===== src/rtl/ula_issue_ctrl.sv =====
// ula_issue_ctrl: issue sequencer and 16x16 register file in front of the
// combinational ULA. One instruction in flight: IDLE -> EXEC -> RETIRE.
module ula_issue_ctrl #(
  parameter int unsigned NREG     = 16,
  parameter logic [3:0]  NOP_CODE = 4'b0111
) (
  input  logic        CLK,
  input  logic        RST,
  input  logic        InstrValid,
  input  logic [15:0] Instr,
  output logic        InstrReady,
  output logic [3:0]  CodeULA,
  output logic [15:0] OpA,
  output logic [15:0] OpB,
  input  logic [15:0] Res,
  input  logic [2:0]  FlagReg,
  output logic [2:0]  Flags,
  output logic        WbValid,
  output logic [3:0]  WbAddr,
  output logic [15:0] WbData,
  output logic        BranchTaken,
  output logic [15:0] BranchTarget,
  output logic        IllegalOp,
  input  logic [3:0]  DbgAddr,
  output logic [15:0] DbgData
);

  localparam int unsigned DW = 16;
  localparam int unsigned AW = 4;

  localparam logic [1:0] S_IDLE   = 2'd0;
  localparam logic [1:0] S_EXEC   = 2'd1;
  localparam logic [1:0] S_RETIRE = 2'd2;

  localparam logic [3:0] OP_ADD = 4'b0000;
  localparam logic [3:0] OP_XOR = 4'b0101;
  localparam logic [3:0] OP_BEZ = 4'b0110;
  localparam logic [3:0] OP_NOP = 4'b0111;
  localparam logic [3:0] OP_LDI = 4'b1000;

  logic [1:0]    r_state;
  logic [1:0]    w_next;
  logic          w_accept;
  logic          w_exec;

  logic [DW-1:0] r_rf [NREG];

  // Latched decode of the in-flight instruction
  logic [AW-1:0] r_rd;
  logic          r_wr;
  logic          r_bez;
  logic          r_ill;

  logic [3:0]    w_op;
  logic [AW-1:0] w_rs;
  logic [AW-1:0] w_rt;
  logic [DW-1:0] w_rs_val;
  logic [DW-1:0] w_rt_val;
  logic [3:0]    w_code;
  logic [DW-1:0] w_opa;
  logic [DW-1:0] w_opb;
  logic          w_wr;
  logic          w_bez;
  logic          w_ill;

  assign w_op = Instr[15:12];
  assign w_rs = Instr[7:4];
  assign w_rt = Instr[3:0];

  // R0 reads as zero regardless of array contents
  assign w_rs_val = (w_rs == '0) ? '0 : r_rf[w_rs];
  assign w_rt_val = (w_rt == '0) ? '0 : r_rf[w_rt];
  assign DbgData  = (DbgAddr == '0) ? '0 : r_rf[DbgAddr];

  // State register
  always_ff @(posedge CLK) begin
    if (RST) r_state <= S_IDLE;
    else     r_state <= w_next;
  end

  // Next-state logic and the accept/execute strobes
  always_comb begin
    w_next   = r_state;
    w_accept = 1'b0;
    w_exec   = 1'b0;
    case (r_state)
      S_IDLE: begin
        if (InstrValid) begin
          w_accept = 1'b1;
          w_next   = S_EXEC;
        end
      end
      S_EXEC: begin
        w_exec = 1'b1;
        w_next = S_RETIRE;
      end
      S_RETIRE: w_next = S_IDLE;
      default:  w_next = S_IDLE;
    endcase
  end

  // Decode of the incoming word into ULA controls and retire kind
  always_comb begin
    w_code = OP_NOP;
    w_opa  = '0;
    w_opb  = '0;
    w_wr   = 1'b0;
    w_bez  = 1'b0;
    w_ill  = 1'b0;
    if (w_op <= OP_XOR) begin
      w_code = w_op;
      w_opa  = w_rs_val;
      w_opb  = w_rt_val;
      w_wr   = 1'b1;
    end else if (w_op == OP_BEZ) begin
      w_code = OP_BEZ;
      w_opa  = w_rs_val;
      w_opb  = w_rt_val;
      w_bez  = 1'b1;
    end else if (w_op == OP_NOP) begin
      w_code = OP_NOP;
    end else if (w_op == OP_LDI) begin
      w_code = OP_ADD;
      w_opb  = {8'h00, Instr[7:0]};
      w_wr   = 1'b1;
    end else begin
      w_code = OP_NOP;
      w_ill  = 1'b1;
    end
  end

  // ULA drive, retire pulses and architectural outputs
  always_ff @(posedge CLK) begin
    if (RST) begin
      InstrReady   <= 1'b1;
      CodeULA      <= NOP_CODE;
      OpA          <= '0;
      OpB          <= '0;
      Flags        <= '0;
      WbValid      <= 1'b0;
      WbAddr       <= '0;
      WbData       <= '0;
      BranchTaken  <= 1'b0;
      BranchTarget <= '0;
      IllegalOp    <= 1'b0;
      r_rd         <= '0;
      r_wr         <= 1'b0;
      r_bez        <= 1'b0;
      r_ill        <= 1'b0;
    end else begin
      InstrReady  <= (w_next == S_IDLE);
      WbValid     <= 1'b0;
      BranchTaken <= 1'b0;
      IllegalOp   <= 1'b0;
      if (w_accept) begin
        CodeULA <= w_code;
        OpA     <= w_opa;
        OpB     <= w_opb;
        r_rd    <= Instr[11:8];
        r_wr    <= w_wr;
        r_bez   <= w_bez;
        r_ill   <= w_ill;
      end else begin
        CodeULA <= NOP_CODE;
        OpA     <= '0;
        OpB     <= '0;
      end
      if (w_exec) begin
        if (r_wr) begin
          Flags <= FlagReg;
          if (r_rd != '0) begin
            WbValid <= 1'b1;
            WbAddr  <= r_rd;
            WbData  <= Res;
          end
        end
        if (r_bez) begin
          BranchTaken  <= FlagReg[2];
          BranchTarget <= Res;
        end
        if (r_ill) IllegalOp <= 1'b1;
      end
    end
  end

  // Register file write port; R0 is never written
  always_ff @(posedge CLK) begin
    if (RST) begin
      for (int i = 0; i < int'(NREG); i++) r_rf[i] <= '0;
    end else if (w_exec && r_wr && (r_rd != '0)) begin
      r_rf[r_rd] <= Res;
    end
  end

endmodule

===== config.mk =====
export PLATFORM = sky130hd
export DESIGN_NAME = ula_issue_ctrl
export DESIGN_NICKNAME = d
export VERILOG_FILES = /design/src/rtl/ula_issue_ctrl.sv
export SDC_FILE = /design/constraint.sdc
export NUM_CORES = 1
export LEC_CHECK = 0
export ABC_AREA = 1
export CAP_MARGIN = 20
export CORE_MARGIN = 4
export CORE_UTILIZATION = 39
export CTS_CLUSTER_DIAMETER = 30
export DETAILED_ROUTE_END_ITERATION = 10
export MAX_ROUTING_LAYER = met4
export SLEW_MARGIN = 15
export SYNTH_ARGS = -nofsm -noshare
export SYNTH_HDL_FRONTEND = slang
export SYNTH_SLANG_ARGS = --single-unit

===== constraint.sdc =====
create_clock -name CLK -period 2.54 [get_ports CLK]
set_input_delay 0.635 -clock CLK [delete_from_list [all_inputs] [get_ports CLK]]
set_output_delay 0.635 -clock CLK [all_outputs]
set_load 0.05 [all_outputs]

==> run metrics <==
Max Cap Viol=0; initial antenna violation count=0; Critical Path, Cell by Cell=buf_12, buf_8, buf_12, a21oi_1, o21ai_0, nand3_1, nand3_2, a21oi_4, buf_12; Netlist Area Pre-Place=about 20000 µm²; met3 usage=0.0686; first-pass GRT wire length=123000 µm; library cells used by synthesis=26; routability cong.=0.928; synthesized area per cell=approximately 7.2 µm²; final WL=82300 µm; Fin. Hold Viols=0; Final Critical Period=between 2 and 3 ns; die height=approximately 230 µm; CORE AREA=just over 50000 µm²; CTS tree=done; FMAX=0.391 GHz; Worst Path Required=about 1.9 ns; Leak Pwr=0.0123 µW; max incr delay on CP=around 0.19 ns; clock skew=approximately 0.016 ns; non-filler cells, final=3718; Final HPWL DP=52000 µm; crit start category=input pin; vias in the first global route=20017; CP endpoint kind=output pin; port bufs=approximately 140; Final nets=3009; Synth Warn #=0; Slew @ Worst Pin=between 0.6 and 0.7 ns; PD cells=between 700 and 800 nW/µm²; CTS Buf Count=90; failing checks=setup timing; Initial Util=0.396; fillers=~4700; final max-slew violation count=0; final instance area=~27000 µm²; GR Layer Usage met1=0.393; largest net degree at the start of global routing=91; clock root buffer=clkbuf_16; Clock Path Buffers=3; Vias/cell=~5.6; WS Path Type=in2out; Overall Global Routing Usage=0.306; post-synth top area cell=edfxtp_1; H-tree depth=3; DRT Pass-1 Iters=7; placed insts=3533; unrepaired setup endpoints after global routing=true; Post-route DRC=0; hold crit path type=in2reg; met2 global-route usage=0.462; clock-pin transition on the worst setup and hold timing paths=0.04 ns; site row count=82; proportion of layout cells with a drive suffix above 1=0.145; chip width=between 200 and 250 µm; crit-path most repeated cell=buf_12; CP max FO=10; maximum vdd ir drop=roughly 500 µV; Cells after Synth=~2800; 1st-iter DRT viols=between 2000 and 3000; Ports=137; post-synth top area share=0.385; final setup violation count=4; Seq/Total Area, Yosys=0.473; Via Count=between 20000 and 25000; Avg WL per Cell=approximately 22 µm; Synth Register Bits=~340; Worst Slack Setup Final=-0.0182 ns; busiest grt layer=met2; largest cells by area after synthesis=edfxtp_1 38%, nand2_1 17%, nand3_1 10%; CTS Hold Bufs=0; Crit-path slowest cell=a21oi_4; P&R area growth vs syn=35.1%; Worst Hold Slack=~0.25 ns; crit-path leading delay family=buffers and inverters; status=finished with violations; Max-slew headroom=0.563; CP arrival=1.92 ns; Post-DP Area=~23000 µm²; Detail Route Antenna Nets=0; Sink Count=around 340; die area=54900 µm²; final worst-path cycle share=1.01; grt ovf=0; latest clock arrival within the worst-skew pair=between 0.6 and 0.7 ns; Worst Path Buf+Inv=4
synth_stat cells:
cell / count
o32ai_1: 1
edfxtp_1: 256
clkbuf_1: 122
o211a_1: 1
nor4_2: 1
conb_1: 1
nor2_1: 293
o211ai_1: 80
a21oi_2: 1
or2_2: 1
nand2_2: 3
a21oi_1: 129
nand2_4: 13
inv_1: 297
buf_6: 14
nand2_1: 910
buf_2: 33
buf_4: 3
nand3_1: 418
dfxtp_1: 88
buf_1: 26
inv_2: 4
nor3_1: 1
o21ai_0: 69
clkinv_1: 4
nor2_4: 5
sequential cells by signal (all words and copies together) (netlist names), 2 cells and up:
signal,cells
r_state,2
r_rd,4
BranchTarget,16
OpA,16
WbData,16
Flags,3
WbAddr,4
r_rf,256
CodeULA,4
OpB,16
area by class of cell:
cell class                      count  area (µm²)  area share
Clock inverter                     56         791      0.0293
Clock buffer                      114        2500      0.0926
Multi-Input combinational cell   1943        8930       0.331
Timing Repair Buffer              283        3310       0.123
Tap cell                          672         841      0.0312
Inverter                          305        1150      0.0426
Sequential cell                   344        9450       0.350
Antenna cell                        1        2.50   0.0000928
worst register-to-register path: stages, from the launching register on:
cell	delay (ns)
dfxtp_1	0.45
nand2_1	0.20
a21oi_2	0.22
nand2_4	0.14
nor2_4	0.30
nand2_4	0.22
nand2_1	0.16
buf_12	0.21
metal layers:
layer | part of all wire | wire length, µm | up-vias
met4 | 0.052 | 4250 | 0
li1 | - | - | 9359
met3 | 0.11 | 9120 | 270
met5 | 0 | 0 | -
met2 | 0.45 | 36600 | 1330
met1 | 0.39 | 32300 | 9745
where the power goes:
group	internal [µW]	leakage [µW]	total (µW)	switching, µW
sequential	6230	0.00335	6310	82.5
clock	8510	0.00159	12200	3710
combinational	904	0.00733	2710	1810
total	15600	0.0123	21300	5610
path summary, 6_finish.rpt:
| check | startpoint | endpoint | slack [ns] | depth (start not counted) |
|---|---|---|---|---|
| hold / removal | RST | r_state[0] | 0.25 | 2 |
| hold reg to reg | r_ill | IllegalOp | 0.43 | 2 |
| setup / recovery | DbgAddr[0] | DbgData[13] | -0.02 | 9 |
| setup reg to reg | r_wr | r_rf[15][10] | 0.32 | 7 |
placed cells by master (no fill, tap or decap), types with 11 or more instances in the layout:
master           Yosys  layout
a21oi_1            129     110
a21oi_4              0      17
buf_12               0      55
buf_4                3      92
bufinv_16            0      15
clkbuf_1           122      14
clkbuf_16            0      96
clkdlybuf4s50_1      0     111
clkinv_2             0      11
conb_1               1      17
dfxtp_1             88      88
edfxtp_1           256     256
inv_1              297     274
inv_2                4      27
nand2_1            910     887
nand2_2              3      24
nand2_4             13      15
nand3_1            418     396
nand3_2              0      22
nor2_1             293     292
o211ai_1            80      80
o21ai_0             69      59
logic make-up after synthesis:
| kind of cell | Yosys count | synth area share |
|---|---|---|
| AND/OR/NAND/NOR | 1645 | 0.343 |
| buffers and inverters | 503 | 0.102 |
| flip-flops | 344 | 0.473 |
| AO/OA/AOI/OAI | 281 | 0.0811 |
| other | 1 | 0.000188 |
per-stage QoR:
stage | setup WS (ns) | util | total power [µW] | TNS [ns]
2_1_floorplan | -0.0865 | - | 7850 | -0.865
3_3_place_gp | -0.328 | 0.460 | 8930 | -4.56
3_5_place_dp | -0.334 | 0.460 | 8950 | -4.45
4_1_cts | -0.00379 | 0.533 | 21300 | -0.00379
5_1_grt | -0.0711 | 0.535 | 21900 | -0.528
6_report | -0.0182 | 0.536 | 21300 | -0.0550
timing repair:
item,4_1_cts,5_1_grt
setup buffers,7,1
pin swaps,22,42
setup endpoints to repair,16,16
gates resized for setup,62,58
gates cloned,6,1
Power figures use the tool's default switching activity.
